File: config.mk
export PLATFORM = sky130hd
export DESIGN_NAME = reg_bus_reader
export DESIGN_NICKNAME = d
export VERILOG_FILES = /design/src/rtl/reg_bus_reader.sv
export SDC_FILE = /design/constraint.sdc
export NUM_CORES = 1
export LEC_CHECK = 0
export CAP_MARGIN = 10
export CORE_MARGIN = 3
export CORE_UTILIZATION = 45
export CTS_BUF_LIST = sky130_fd_sc_hd__clkbuf_8
export DETAILED_ROUTE_END_ITERATION = 10
export DONT_BUFFER_PORTS = 1
export GPL_ROUTABILITY_DRIVEN = 0
export GPL_TIMING_DRIVEN = 1
export PLACE_DENSITY = 0.59
export SLEW_MARGIN = 30
export SYNTH_ARGS = -nofsm -noshare
export SYNTH_HDL_FRONTEND = slang
export SYNTH_SLANG_ARGS = --single-unit
File: constraint.sdc
create_clock -name Clock -period 5.7 [get_ports Clock]
set_clock_uncertainty 0.1 [all_clocks]
set_input_delay 1.14 -clock Clock [delete_from_list [all_inputs] [get_ports Clock]]
set_output_delay 1.14 -clock Clock [all_outputs]
set_load 0.01 [all_outputs]
File: src/rtl/reg_bus_reader.sv
// Scans NrOfRegs tri-state bus registers one chip select at a time and streams each captured word out over valid/ready.
// Optional running arg-max outputs are enabled by defining REG_BUS_READER_ARGMAX_EN.
module reg_bus_reader #(
  parameter int unsigned NrOfBits     = 8,
  parameter int unsigned NrOfRegs     = 10,
  parameter int unsigned IndexBits    = 4,
  parameter int unsigned SettleCycles = 1
) (
  input  logic                 Clock,
  input  logic                 Reset,
  input  logic                 ClockEnable,
  input  logic                 Tick,
  input  logic                 Start,
  input  logic [NrOfBits-1:0]  BusIn,
  output logic [NrOfRegs-1:0]  cs,
  output logic                 Busy,
  output logic [NrOfBits-1:0]  DataOut,
  output logic [IndexBits-1:0] IndexOut,
  output logic                 DataValid,
  input  logic                 DataReady,
`ifdef REG_BUS_READER_ARGMAX_EN
  output logic [NrOfBits-1:0]  MaxValue,
  output logic [IndexBits-1:0] MaxIndex,
`endif
  output logic                 Done
);

  typedef enum logic [1:0] {IDLE, SELECT, PRESENT, DONE} state_t;

  localparam logic [3:0]           SETTLE = 4'(SettleCycles);
  localparam logic [IndexBits-1:0] LAST   = IndexBits'(NrOfRegs - 1);

  state_t                 state_q, state_d;
  logic [IndexBits-1:0]   idx_q, idx_d;
  logic [3:0]             cnt_q, cnt_d;
  logic [NrOfRegs-1:0]    cs_q, cs_d;
  logic                   busy_q, busy_d;
  logic [NrOfBits-1:0]    data_q, data_d;
  logic [IndexBits-1:0]   index_q, index_d;
  logic                   valid_q, valid_d;
  logic                   done_q, done_d;
  logic                   en;
`ifdef REG_BUS_READER_ARGMAX_EN
  logic [NrOfBits-1:0]    max_q, max_d;
  logic [IndexBits-1:0]   maxidx_q, maxidx_d;
`endif

  // Chip-select word with only register k pulled low.
  function automatic logic [NrOfRegs-1:0] sel_cs(input logic [IndexBits-1:0] k);
    logic [NrOfRegs-1:0] v;
    v = '1;
    for (int unsigned i = 0; i < NrOfRegs; i++) begin
      if (i == 32'(k)) v[i] = 1'b0;
    end
    return v;
  endfunction

  assign en = ClockEnable & Tick;

  always_comb begin
    state_d  = state_q;
    idx_d    = idx_q;
    cnt_d    = cnt_q;
    cs_d     = cs_q;
    busy_d   = busy_q;
    data_d   = data_q;
    index_d  = index_q;
    valid_d  = valid_q;
    done_d   = done_q;
`ifdef REG_BUS_READER_ARGMAX_EN
    max_d    = max_q;
    maxidx_d = maxidx_q;
`endif
    if (en) begin
      unique case (state_q)
        IDLE: begin
          if (Start) begin
            idx_d   = '0;
            cnt_d   = '0;
            cs_d    = sel_cs('0);
            busy_d  = 1'b1;
            state_d = SELECT;
`ifdef REG_BUS_READER_ARGMAX_EN
            max_d    = '0;
            maxidx_d = '0;
`endif
          end
        end
        SELECT: begin
          if (cnt_q == SETTLE) begin
            data_d  = BusIn;
            index_d = idx_q;
            valid_d = 1'b1;
            cs_d    = '1;
            cnt_d   = '0;
            state_d = PRESENT;
`ifdef REG_BUS_READER_ARGMAX_EN
            // Strict compare keeps the lowest index on ties; idx 0 seeds the max.
            if (idx_q == '0 || BusIn > max_q) begin
              max_d    = BusIn;
              maxidx_d = idx_q;
            end
`endif
          end else begin
            cnt_d = cnt_q + 4'd1;
          end
        end
        PRESENT: begin
          if (DataReady) begin
            valid_d = 1'b0;
            if (idx_q == LAST) begin
              done_d  = 1'b1;
              state_d = DONE;
            end else begin
              idx_d   = idx_q + 1'b1;
              cs_d    = sel_cs(idx_q + 1'b1);
              state_d = SELECT;
            end
          end
        end
        DONE: begin
          done_d  = 1'b0;
          busy_d  = 1'b0;
          state_d = IDLE;
        end
        default: state_d = IDLE;
      endcase
    end
  end

  always_ff @(posedge Clock) begin
    if (Reset) begin
      state_q  <= IDLE;
      idx_q    <= '0;
      cnt_q    <= '0;
      cs_q     <= '1;
      busy_q   <= 1'b0;
      data_q   <= '0;
      index_q  <= '0;
      valid_q  <= 1'b0;
      done_q   <= 1'b0;
`ifdef REG_BUS_READER_ARGMAX_EN
      max_q    <= '0;
      maxidx_q <= '0;
`endif
    end else begin
      state_q  <= state_d;
      idx_q    <= idx_d;
      cnt_q    <= cnt_d;
      cs_q     <= cs_d;
      busy_q   <= busy_d;
      data_q   <= data_d;
      index_q  <= index_d;
      valid_q  <= valid_d;
      done_q   <= done_d;
`ifdef REG_BUS_READER_ARGMAX_EN
      max_q    <= max_d;
      maxidx_q <= maxidx_d;
`endif
    end
  end

  assign cs        = cs_q;
  assign Busy      = busy_q;
  assign DataOut   = data_q;
  assign IndexOut  = index_q;
  assign DataValid = valid_q;
  assign Done      = done_q;
`ifdef REG_BUS_READER_ARGMAX_EN
  assign MaxValue  = max_q;
  assign MaxIndex  = maxidx_q;
`endif

endmodule

[Word level (Yosys, flattened, before mapping)]
Index checks and enable logic that the tools add are counted.
Storage, ports and cells
  register bits after elaboration: 35
  logic and storage cells: 81
Cells by class
  bitwise operators: 1
  reduce and logical (&&, ||, !) cells: 16
  multiplexer cells: 34
  equality and inequality tests: 19
  add/subtract/negate cells: 2
Operators by type and width (number)
  $mux W10: 4
  $pmux W10 S3: 1
  $eq A3 B4 Y1 const A: 4
  $mux W4: 4
  $pmux W4 S2: 2
  $mux W1: 15
  $reduce_and A4 Y1: 3
  $ne A2 B2 Y1 const B: 5
  $reduce_bool A2 Y1: 5
  $reduce_and A3 Y1: 3
  $add A4 B1 Y4 const B: 2
  $eq A2 B4 Y1 const A: 2
  $eq A4 B4 Y1 const A: 2
  $mux W2: 4
  $pmux W2 S4: 1
  $pmux W1 S2: 3
  $reduce_and A6 Y1: 1
  $reduce_and A5 Y1: 1
  $eq A1 B4 Y1 const A: 1
  $eq A2 B2 Y1 const B: 2
  $eq A4 B1 Y1 const B: 1
  $eq A4 B4 Y1 const B: 1
  $logic_not A4 Y1: 1
  $reduce_bool A3 Y1: 1
  other kinds (3): 3

[Longest topological paths before layout]
Gate-level depths: netlist of run 1.
  depth after elaboration: 6
  depth in mapped cells: 8
  depth with buffers taken out: 6

[Least setup slack after synthesis of run 1]
OpenSTA, ideal clock, no wires.
  kind: input port to flip-flop
  from: in ClockEnable
  to: reg cs_q[1] (netlist: cs[1])
  setup slack: 3.331 ns
  arrival time: 2.135 ns
  setup time: 0.134 ns
  stages: 4
  cells stage by stage: and2_0 -> nand3_1 -> nor4_4 -> a2bb2oi_1
On the way
  word-level cells in the longest chain between the ends: 2
RTL lines
  start: declaration: RTL line 11  | input logic ClockEnable,
  $and A1 B1 Y1: RTL line 58  | assign en = ClockEnable & Tick;
  $reduce_and A6 Y1 (no line)
  end signal: assignment: RTL line 150  | cs_q <= cs_d;
  end: declaration: RTL line 36  | logic [NrOfRegs-1:0] cs_q, cs_d;
Every way passes these cells.
A chain may end at the register's enable or synchronous reset.

[Final worst setup path of run 1]
  from: reg state_q[0]
  to: reg cs_q[7] (netlist: cs[7])
On the way
  word-level cells in the longest chain between the ends: 3
  elaborated cells on any way between the ends: 10
  classes of those cells: eq/ne (6); mux (1); reduce/logical (3)
RTL lines
  start: declaration: RTL line 33  | state_t state_q, state_d;
  start signal: assignment: RTL line 147  | state_q <= state_d;
  $eq A2 B2 Y1, or another cell as far along: RTL line 75  | unique case (state_q)
  $ne A2 B2 Y1 (no line) / $reduce_bool A3 Y1 (equally long branches)
  $reduce_and A6 Y1 (no line)
Several ways; a longest one is shown, not always the timed one.

==> metrics.md, run 1 <==
| Metric | Value |
|---|---|
| Outcome | completed |
| TNS Setup | 0 ps |
| Placement Rows | 22 |
| Area delta synth->final | 6.27% |
| WP depth | 6 |
| Fill cells | 381 |
| Initial antenna violation count | 0 |
| Slew headroom | 0.530 |
| Worst skew pair latency | 290 ps |
| Worst reg2reg path startpoint | state_q[0]$_SDFFE_PP0P_ |
| CP Capture Type | flip-flop |
| Worst Path Buf+Inv | 1 |
| Largest net degree at the start of global routing | 23 |
| Initial DRC count | 95 |
| Top FF cell, synth | dfxtp_1 |
| Setup violators final | 0 |
| Fin nets | 235 |
| Worst Hold Launch | DataOut[0]$_SDFFE_PP0P_ |
| F_max | 387 MHz |
| CTS Hold Buffers Added | 0 |
| Mapped Cells | 212 |
| Worst Hold Path EP | DataOut[0]$_SDFFE_PP0P_ |
| Final ANT Viol Nets | 0 |
| Setup crit start kind | flip-flop |
| Share of post-route cells with drive strength above 1 | 0.0718 |
| Cell variety after synth | 42 |
| CP max stage delay | 560 ps |
| Register-to-register setup slack | 3120 ps |
| Root Driver | clkbuf_8 |
| Seq/Total Area, Yosys | 0.390 |
| Mapped Area | 0.00180 mm2 |
| Yosys reg bits | 35 |
| VDD IR-drop max | 130 uV |
| Leak pwr | 0.669 nW |
| Die Ht | 69.2 um |
| Starting Density | 0.480 |
| Reg2Reg Capture Point | cs[7]$_SDFFE_PP1P_ |
| Number of synthesized flops with an enable pin | 0 |
| Slowest stage cell on the critical path | nor4_4 |
| WP data arrival | 2640 ps |
| DP Wirelength | 2.90 mm |
| Hold WC Path Type | reg -> reg |
| Time the worst path needs with I/O delays and setup | 2580 ps |
| CTS Buffer Depth | 2 |
| Min-Delay Path Depth | 2 |
| First-pass GRT wire length | 6.71 mm |
| Crit Path Class | reg -> reg |
| PD cells | 245 mW/mm2 |
| Post-CTS Setup Repair Bufs | 0 |
| Die area | 0.00479 mm2 |
| Global router's overall resource usage | 0.169 |
| Wire per inst | 15.2 um |
| Clock transition at the registers of the reported paths | 70 ps |
| Via density | 5.87 |
| H-Tree Depth | 2 |
| Mapped Nets | 239 |
| Worst path cell trace | inv_1, ha_1, nand4b_1, nand3_1, nor4_4, a2bb2oi_1 |
| Grt ovf | 0 |
| WP data required | 5750 ps |
| R2r worst-path depth | 6 |
| Async S/R FF share, synth | 0 |
| YS warnings | 0 |
| Final hold vios | 0 |
| TritonCTS buffer count | 5 |
| # IOs | 39 |
| Port bufs | 0 |
| CP max FO | 22 |
| Worst Tran Pin Value | 705 ps |
| CTS tree | done |
| Drt first pass iters | 4 |
| Tcrit/Tclk final | 0.453 |
| RSZ-0062 raised after global routing | no |
| # diodes | 0 |
| Syn Area/Cell | 8.48 um2 |
| Fin. max-slew vios | 0 |
| Vias | 1509 |
| Core area | 0.00374 mm2 |
| Util after Layout | 0.510 |
| Top Family by Delay on Critical Path | simple AND/OR/NAND/NOR gates |
| Die W | 69.2 um |
| Remaining DRCs | 0 |
| Routed WL | 3.92 mm |
| # clock sinks | 35 |
| Max Cap Viol | 0 |
| Number of global-route vias before repair | 1493 |
| Post-CTS sizing | 0 |
==> power by group <==
| group | switching (W) | leakage (nW) | internal, W |
|---|---|---|---|
| registers | 0.00000520 | 0.283 | 0.000249 |
| logic | 0.0000204 | 0.345 | 0.0000149 |
| clock network | 0.0000937 | 0.0402 | 0.0000850 |
==> flip-flops by register name (all words and copies together) (netlist names) <==
signal     cells
DataOut        8
idx_q          4
Done           1
Busy           1
DataValid      1
cs            10
cnt_q          4
state_q        2
IndexOut       4
==> placed cells by master, fill, tap and decap left out, drive strengths merged, types with 3 or more instances in the layout <==
| cell type | synthesis | layout |
|---|---|---|
| a21oi | 16 | 16 |
| nand2 | 30 | 30 |
| clkbuf | 10 | 5 |
| nor3 | 4 | 4 |
| a2bb2oi | 10 | 10 |
| nor2b | 4 | 4 |
| nor2 | 11 | 11 |
| xnor2 | 3 | 3 |
| nand2b | 3 | 3 |
| dfxtp | 35 | 35 |
| inv | 12 | 12 |
| ha | 13 | 13 |
| o21ai | 15 | 15 |
| nand3 | 8 | 8 |
==> cells in the mapped netlist, types with 2 or more instances <==
cell type	instances	share of area
dfxtp_1	35	0.39
nand2_1	30	0.063
a21oi_1	16	0.045
o21ai_0	14	0.039
ha_1	13	0.091
inv_1	12	0.025
nor2_1	11	0.023
a2bb2oi_1	10	0.049
clkbuf_1	10	0.021
nand3_1	8	0.022
nor2b_1	4	0.014
nor3_1	4	0.011
nand2b_1	3	0.010
xnor2_1	3	0.015
a211o_1	2	0.0098
a211oi_1	2	0.0084
a21o_1	2	0.0084
a31oi_1	2	0.0070
a41oi_1	2	0.0098
and3_1	2	0.0070
mux2i_1	2	0.011
nand4_1	2	0.0070
nor3b_1	2	0.0084
o21a_1	2	0.0084
o31a_1	2	0.0098
==> worst min-delay path, cell delays in order, from the launching register on <==
cell and delay [ps]:
dfxtp_1 340, nand2_1 70, a21oi_1 50
==> routing by layer <==
layer | vias to the layer above | track usage | share of wire
li1 | 740 | - | -
met1 | 717 | 0.196 | 0.43
met2 | 44 | 0.280 | 0.49
met3 | 8 | 0.0594 | 0.065
met4 | 0 | 0.0716 | 0.015
met5 | - | 0 | 0
==> worst max-delay path by stage <==
| stage | startpoint | end | slack (ps) |
|---|---|---|---|
| finish | state_q[0]$_SDFFE_PP0P_ | cs[7]$_SDFFE_PP1P_ | 3120 |
| global route | state_q[0]$_SDFFE_PP0P_ | cs[6]$_SDFFE_PP1P_ | 2910 |
| CTS | state_q[0]$_SDFFE_PP0P_ | cs[7]$_SDFFE_PP1P_ | 3120 |
| detailed placement | ClockEnable | cs[7]$_SDFFE_PP1P_ | 3040 |
| global placement | ClockEnable | IndexOut[2]$_SDFFE_PP0P_ | 2990 |
| floorplan | ClockEnable | cs[1]$_SDFFE_PP1P_ | 3330 |
==> layout make-up <==
| class | count | area, um2 | area share |
|---|---|---|---|
| multi-input cells | 154 | 1010 | 0.531 |
| flip-flops and latches | 35 | 701 | 0.367 |
| clock buffers | 5 | 68.8 | 0.0360 |
| well taps | 48 | 60.1 | 0.0315 |
| inverters | 12 | 45.0 | 0.0236 |
| clock inverters | 3 | 20.0 | 0.0105 |
==> per-stage QoR <==
step	power, W	setup slack [ps]	std cells	cell area (um2)	hold WS (ps)
floorplan	0.000289	3330	212	1800	381
global placement	0.000293	2990	249	1820	385
detailed placement	0.000295	3040	249	1820	393
CTS	0.000470	3120	257	1910	402
global route	0.000490	2910	257	1910	413
finish	0.000468	3120	257	1910	399
==> cells by family after synthesis <==
group / share of synthesized area
flip-flops: 0.390
adder cells (fa/ha/maj): 0.0905
AO/OA/AOI/OAI: 0.240
buffers and inverters: 0.0480
AND/OR/NAND/NOR: 0.200
multiplexers: 0.0174
XOR/XNOR: 0.0146
Power figures use the tool's default switching activity.
==> run 2, diff against run 1 <==
--- a/config.mk
+++ b/config.mk
@@ -5,6 +5,7 @@
 export SDC_FILE = /design/constraint.sdc
 export NUM_CORES = 1
 export LEC_CHECK = 0
+export ABC_AREA = 1
 export CAP_MARGIN = 10
 export CORE_MARGIN = 3
 export CORE_UTILIZATION = 45
==> constraint.sdc (replaced) <==
create_clock -name Clock -period 2.7 [get_ports Clock]
set_clock_uncertainty 0.1 [all_clocks]
set_input_delay 0.54 -clock Clock [delete_from_list [all_inputs] [get_ports Clock]]
set_output_delay 0.54 -clock Clock [all_outputs]
set_load 0.01 [all_outputs]
==> run 2 against run 1 <==
  * Sequential power increased by 110%
  * Critical path type unchanged
  * Clock-buffer cell count unchanged
  * Total power is 110% higher
  * Flip-flop and latch count stayed put
  * Clock power grew 110%
  * Register-to-register slack got worse by 2600 ps
  * Largest power group unchanged
  * Maximum frequency up 18%
  * Synthesized cell count rose by 18%
  * Critical path depth up 1
  * Non-clock buffer count is 1 higher
  * Global-route usage is 0.68 points lower
  * Utilization increased by 0.33 points
==> metrics.md, run 2 <==
| Metric | Value |
|---|---|
| Most common cell after layout, fill and taps aside | nand2_1 (was dfxtp_1) |
| Die Ht | 69.2 um (about the same) |
| WP data arrival | 2250 ps (was 2640 ps) |
| Dominant cells by area after synthesis | dfxtp_1, nand2_1, ha_1, nor2_1, inv_1 (was dfxtp_1, ha_1, nand2_1, a2bb2oi_1, a21oi_1) |
| Max reg flops | 10 (unchanged) |
| CTS tree | done (unchanged) |
| Final ANT Viol Nets | 0 (unchanged) |
| TritonCTS buffer count | 5 (unchanged) |
| Number of synthesized flops with an enable pin | 0 (unchanged) |
| Worst Tran Pin Value | 539 ps (was 705 ps) |
| CTS Buffer Depth | 2 (unchanged) |
| Core area | 0.00374 mm2 (unchanged) |
| Routed WL | 3.58 mm (was 3.92 mm) |
| R2r worst-path depth | 7 (was 6) |
| Mapped Nets | 277 (was 239) |
| H-Tree Depth | 2 (unchanged) |
| Mapped Area | 0.00180 mm2 (about the same) |
| # IOs | 39 (unchanged) |
| Cell variety after synth | 26 (was 42) |
| Worst reg2reg path startpoint | state_q[0]$_SDFFE_PP0P_ (unchanged) |
| CP max FO | 16 (was 22) |
| Register-to-register setup slack | 520 ps (was 3120 ps) |
| Share of post-route cells with drive strength above 1 | 0.0791 (was 0.0718) |
| CP Capture Type | flip-flop (unchanged) |
| YS warnings | 0 (unchanged) |
| Slew headroom | 0.640 (was 0.530) |
| Die W | 69.2 um (about the same) |
| Most frequent cells in the layout | nand2_1, dfxtp_1, nor2_1 (was dfxtp_1, nand2_1, a21oi_1) |
| Tcrit/Tclk final | 0.809 (was 0.453) |
| Post-CTS sizing | 0 (unchanged) |
| Mapped Cells | 250 (was 212) |
| Setup crit start kind | flip-flop (unchanged) |
| # clock sinks | 35 (unchanged) |
| DP Wirelength | 2.71 mm (was 2.90 mm) |
| Outcome | completed (unchanged) |
| Hold WC Path Type | in -> reg (was reg -> reg) |
| Largest net degree at the start of global routing | 19 (was 23) |
| Initial DRC count | 60 (was 95) |
| Grt ovf | 0 (unchanged) |
| Clock transition at the registers of the reported paths | 80 ps (was 70 ps) |
| Fin nets | 279 (was 235) |
| Placement Rows | 22 (unchanged) |
| Leak pwr | 0.818 nW (was 0.669 nW) |
| Starting Density | 0.481 (was 0.480) |
| Most instantiated library cell after synthesis | nand2_1 (was dfxtp_1) |
| Worst skew pair latency | 290 ps (about the same) |
| First-pass GRT wire length | 6.40 mm (was 6.71 mm) |
| Fin. max-slew vios | 0 (unchanged) |
| Global router's overall resource usage | 0.162 (was 0.169) |
| Initial antenna violation count | 0 (unchanged) |
| CTS Hold Buffers Added | 0 (unchanged) |
| PD cells | 519 mW/mm2 (was 245 mW/mm2) |
| TNS Setup | 0 ps (unchanged) |
| Die area | 0.00479 mm2 (about the same) |
| GR Layer Usage met2 | 0.251 (was 0.280) |
| Via density | 4.94 (was 5.87) |
| Drt first pass iters | 4 (unchanged) |
| Time the worst path needs with I/O delays and setup | 2180 ps (was 2580 ps) |
| Fill cells | 399 (was 381) |
| Yosys reg bits | 35 (unchanged) |
| Port bufs | 0 (unchanged) |
| Worst setup path end | cs[0]$_SDFFE_PP1P_ (was cs[7]$_SDFFE_PP1P_) |
| Setup violators final | 0 (unchanged) |
| Remaining DRCs | 0 (unchanged) |
| CP Launch Point | state_q[0]$_SDFFE_PP0P_ (unchanged) |
| Top FF cell, synth | dfxtp_1 (unchanged) |
| Cell taking the most area after synthesis | dfxtp_1 (unchanged) |
| Number of global-route vias before repair | 1435 (was 1493) |
| Worst hold slack | 213 ps (was 399 ps) |
| Post-synth top cells | nand2_1, dfxtp_1, nor2_1 (was dfxtp_1, nand2_1, a21oi_1) |
| Synth top area share | 0.389 (was 0.390) |
| Post-CTS Setup Repair Bufs | 0 (unchanged) |
| # diodes | 0 (unchanged) |
| Crit Path Class | reg -> reg (unchanged) |
| Root Driver | clkbuf_8 (unchanged) |
| Seq/Total Area, Yosys | 0.389 (was 0.390) |
| RSZ-0062 raised after global routing | no (unchanged) |
| Met1 Use GR | 0.212 (was 0.196) |
| Reg2Reg Capture Point | cs[0]$_SDFFE_PP1P_ (was cs[7]$_SDFFE_PP1P_) |
| Area delta synth->final | 6.81% (was 6.27%) |
| Max Cap Viol | 0 (unchanged) |
| Vias | 1487 (was 1509) |
| Async S/R FF share, synth | 0 (unchanged) |
| Wire per inst | 11.9 um (was 15.2 um) |
| GR Layer Usage met3 | 0.0493 (was 0.0594) |
| Final hold vios | 0 (unchanged) |
| GR peak layer | met2 (unchanged) |
| VDD IR-drop max | 313 uV (was 130 uV) |
| F_max | 458 MHz (was 387 MHz) |
| Syn Area/Cell | 7.20 um2 (was 8.48 um2) |
| WP data required | 2770 ps (was 5750 ps) |
## run 2: cell types whose count changed after synthesis, sizes merged, moves of 3 or more
cell / previous run / this run
buf: 1 / 5
nand3: 8 / 18
a2bb2oi: 10 / 0
inv: 12 / 28
nand2: 30 / 68
nand2b: 3 / 0
nor2b: 4 / 0
nor2: 11 / 31
clkbuf: 10 / 1
## run 2: routing by layer
| layer | part of all wire | routed length (um) |
|---|---|---|
| met1 | 0.49 | 1770 |
| met2 | 0.45 | 1600 |
| met3 | 0.044 | 159 |
| met4 | 0.013 | 48 |
| met5 | 0 | 0 |
## run 2: layout make-up
type                       instances  area [um2]  share of cell area
inverter                          29         109              0.0566
multi-input combinational        180         951               0.495
clock inverter                     3        25.0              0.0130
sequential                        35         701               0.365
timing repair buffer               1        7.51             0.00391
tap                               48        60.1              0.0313
clock buffer                       5        68.8              0.0358
## run 2: worst min-delay path by stage
| stage | start | endpoint | cells after the start |
|---|---|---|---|
| 2_1_floorplan | cnt_q[0]$_SDFFE_PP0P_ | cnt_q[0]$_SDFFE_PP0P_ | 2 |
| 3_3_place_gp | cnt_q[0]$_SDFFE_PP0P_ | cnt_q[0]$_SDFFE_PP0P_ | 2 |
| 3_5_place_dp | cnt_q[0]$_SDFFE_PP0P_ | cnt_q[0]$_SDFFE_PP0P_ | 2 |
| 4_1_cts | Reset | idx_q[3]$_SDFFE_PP0P_ | 1 |
| 5_1_grt | Reset | idx_q[3]$_SDFFE_PP0P_ | 1 |
| 6_report | Reset | idx_q[3]$_SDFFE_PP0P_ | 1 |
## run 2: critical path, stage by stage, from the launching register on
cell and delay [ps]:
dfxtp_1 360, inv_1 120, ha_1 500, nand4_2 240
nand4_2 270, clkinv_1 270, nand2_1 130, nand3_1 70
## run 2: per-stage QoR
stage	instances	setup WS, ps	cell area (um2)	util	total power [W]
5_1_grt	301	243	1920	0.513	0.00105
4_1_cts	301	502	1920	0.513	0.00102
3_5_place_dp	293	500	1830	0.488	0.000632
6_report	301	516	1920	0.513	0.000997
2_1_floorplan	250	1010	1800	-	0.000619
3_3_place_gp	293	564	1830	0.488	0.000632
## run 2: report_power, final
group          leakage [nW]  internal, W  switching (W)
logic                 0.490    0.0000237      0.0000484
clock network        0.0443     0.000184       0.000195
registers             0.284     0.000530      0.0000159
## run 2: logic make-up (layout without fill, tap and decap cells)
group,after synthesis,in the layout,synth area share
AOI/OAI and AO/OA,40,40,0.117
buffers and inverters,35,38,0.0820
and+or+nand+nor,126,126,0.312
DFF,35,35,0.389
adders and majority gates,13,13,0.0904
xor gates and xnor gates,1,1,0.00904
==> run 3, diff against run 2 <==
--- a/config.mk
+++ b/config.mk
@@ -14,7 +14,7 @@
 export DONT_BUFFER_PORTS = 1
 export GPL_ROUTABILITY_DRIVEN = 0
 export GPL_TIMING_DRIVEN = 1
-export PLACE_DENSITY = 0.59
+export PLACE_DENSITY = 0.61
 export SLEW_MARGIN = 30
 export SYNTH_ARGS = -nofsm -noshare
 export SYNTH_HDL_FRONTEND = slang
==> constraint.sdc (replaced) <==
create_clock -name Clock -period 1.76 [get_ports Clock]
set_clock_uncertainty 0.1 [all_clocks]
set_input_delay 0.352 -clock Clock [delete_from_list [all_inputs] [get_ports Clock]]
set_output_delay 0.352 -clock Clock [all_outputs]
set_load 0.01 [all_outputs]
==> run 3 against run 2 <==
  * Clock power rose by 63%
  * Sequential power increased by 53%
  * Routed wire length rose by 7.6%
  * Worst hold slack worse by 190 ps
  * Final cell count rose by 5.6%
  * Utilization up 5.0 points
  * Clock-buffer cell count up 1
  * Critical path type unchanged
  * Critical endpoint is now cs[1]$_SDFFE_PP1P_
  * Largest cell class unchanged
  * Highest routed layer unchanged
==> metrics.md, run 3 (synthesis results as in run 2) <==
| Metric | Value |
|---|---|
| Most common cell after layout, fill and taps aside | nand2_1 (unchanged) |
| Initial antenna violation count | 0 (unchanged) |
| Most frequent cells in the layout | nand2_1, dfxtp_1, nor2_1 (unchanged) |
| # diodes | 0 (unchanged) |
| Worst skew pair latency | 290 ps (about the same) |
| TritonCTS buffer count | 5 (unchanged) |
| Die area | 0.00479 mm2 (unchanged) |
| RSZ-0062 raised after global routing | yes (was no) |
| Reg2Reg Capture Point | cs[1]$_SDFFE_PP1P_ (was cs[0]$_SDFFE_PP1P_) |
| Clock transition at the registers of the reported paths | 70 ps (was 80 ps) |
| Placement Rows | 22 (unchanged) |
| Starting Density | 0.481 (unchanged) |
| Remaining DRCs | 0 (unchanged) |
| Crit Path Class | reg -> reg (unchanged) |
| Final hold vios | 0 (unchanged) |
| Fill cells | 388 (was 399) |
| Number of global-route vias before repair | 1414 (was 1435) |
| First-pass GRT wire length | 6.36 mm (was 6.40 mm) |
| VDD IR-drop max | 597 uV (was 313 uV) |
| Post-route insts no fill | 318 (was 301) |
| Share of post-route cells with drive strength above 1 | 0.174 (was 0.0791) |
| Setup violators final | 0 (unchanged) |
| Outcome | completed (unchanged) |
| Routed WL | 3.85 mm (was 3.58 mm) |
| Post-Place Cells | 308 (was 293) |
| Die W | 69.2 um (unchanged) |
| Drt first pass iters | 4 (unchanged) |
| Fin. max-slew vios | 0 (unchanged) |
| WP data arrival | 1740 ps (was 2250 ps) |
| CP Capture Type | flip-flop (unchanged) |
| Leak pwr | 0.905 nW (was 0.818 nW) |
| Time the worst path needs with I/O delays and setup | 1660 ps (was 2180 ps) |
| PD cells | 759 mW/mm2 (was 519 mW/mm2) |
| Setup crit start kind | flip-flop (unchanged) |
| Slew headroom | 0.692 (was 0.640) |
| Global router's overall resource usage | 0.161 (was 0.162) |
| Via density | 4.97 (was 4.94) |
| Area delta synth->final | 17.2% (was 6.81%) |
| Worst Hold Launch | Reset (unchanged) |
| Worst Tran Pin Value | 461 ps (was 539 ps) |
| Grt ovf | 0 (unchanged) |
| Worst Hold Path EP | state_q[1]$_SDFFE_PP0P_ (was idx_q[3]$_SDFFE_PP0P_) |
| Fin nets | 296 (was 279) |
| Port bufs | 0 (unchanged) |
| F_max | 602 MHz (was 458 MHz) |
| DP Wirelength | 2.78 mm (was 2.71 mm) |
| Initial DRC count | 52 (was 60) |
| Util after Layout | 0.563 (was 0.513) |
| R2r worst-path depth | 9 (was 7) |
| Final ANT Viol Nets | 0 (unchanged) |
| # clock sinks | 35 (unchanged) |
| WP data required | 1840 ps (was 2770 ps) |
| Largest net degree at the start of global routing | 17 (was 19) |
| Wire per inst | 12.1 um (was 11.9 um) |
| Power, Total | 0.00160 W (was 0.000997 W) |
| Final instance area | 0.00211 mm2 (was 0.00192 mm2) |
| Placed instance area | 0.00194 mm2 (was 0.00183 mm2) |
| Hold WC Path Type | in -> reg (unchanged) |
| Core area | 0.00374 mm2 (unchanged) |
| Register-to-register setup slack | 100 ps (was 520 ps) |
| Tcrit/Tclk final | 0.944 (was 0.809) |
| H-Tree Depth | 2 (unchanged) |
| CP max FO | 5 (was 16) |
| Die Ht | 69.2 um (unchanged) |
| Min-Delay Path Depth | 1 (unchanged) |
| CTS tree | done (unchanged) |
| Worst reg2reg path startpoint | state_q[0]$_SDFFE_PP0P_ (unchanged) |
| CTS Buffer Depth | 2 (unchanged) |
| Vias | 1580 (was 1487) |
| Max reg flops | 10 (unchanged) |
| Root Driver | clkbuf_8 (unchanged) |
| # IOs | 39 (unchanged) |
| Max Cap Viol | 0 (unchanged) |
[run 3: changes by cell type in the layout (fill, tap and decap cells not counted), sizes merged]
cell	change
clkbuf	+1
buf	+17
clkinvlp	+1
clkinv	-2
[run 3: worst max-delay path by stage]
stage,depth (start not counted),to,start,slack [ps]
after global routing,9,cs[2]$_SDFFE_PP1P_,state_q[0]$_SDFFE_PP0P_,-20
after floorplan,10,cs[1]$_SDFFE_PP1P_,state_q[0]$_SDFFE_PP0P_,70
after CTS,6,idx_q[1]$_SDFFE_PP0P_,state_q[0]$_SDFFE_PP0P_,40
after detailed placement,6,idx_q[1]$_SDFFE_PP0P_,state_q[0]$_SDFFE_PP0P_,30
after global placement,6,idx_q[1]$_SDFFE_PP0P_,state_q[0]$_SDFFE_PP0P_,50
final,9,cs[1]$_SDFFE_PP1P_,state_q[0]$_SDFFE_PP0P_,100
[run 3: report_power, final]
group / internal [W] / total, W / switching, W
registers: 0.000812 / 0.000836 / 0.0000233
logic: 0.0000578 / 0.000144 / 0.0000867
clock network: 0.000319 / 0.000619 / 0.000300
[run 3: stage by stage]
step / setup TNS (ps) / worst slack [ps] / hold WS, ps
3_5_place_dp: 0 / 33.1 / 326
3_3_place_gp: 0 / 45.6 / 325
5_1_grt: -74.2 / -21.9 / 7.53
6_report: 0 / 98.1 / 25.6
4_1_cts: 0 / 36.7 / 10.0
2_1_floorplan: 0 / 68.4 / 340
[run 3: critical path, cell delays in order (launching register included)]
cell,delay [ps]
dfxtp_2,350
inv_1,90
ha_1,220
nand2_1,120
inv_2,60
nor2_4,120
nand4_4,120
buf_4,190
a21oi_1,120
nand2_1,50
[run 3: layout make-up]
type	count	area, um2	share of cell area
well taps	48	60.1	0.0285
clock buffers	6	82.6	0.0392
flip-flops and latches	35	707	0.335
clock inverters	2	16.3	0.00772
repair buffers	18	139	0.0659
inverters	29	113	0.0534
multi-input cells	180	991	0.470
[run 3: routing by layer]
layer	track usage	wire length, um	part of all wire	up-vias
met4	0.0651	65	0.017	0
li1	-	-	-	842
met1	0.213	1910	0.50	702
met5	0	0	0	-
met3	0.0449	160	0.042	7
met2	0.248	1710	0.44	29
[run 3: timing repair]
action	in CTS	in global routing
hold buffers	0	0
setup endpoints to repair	0	18
resized for setup	0	17
buffers inserted	0	1
hold endpoints to repair	0	0
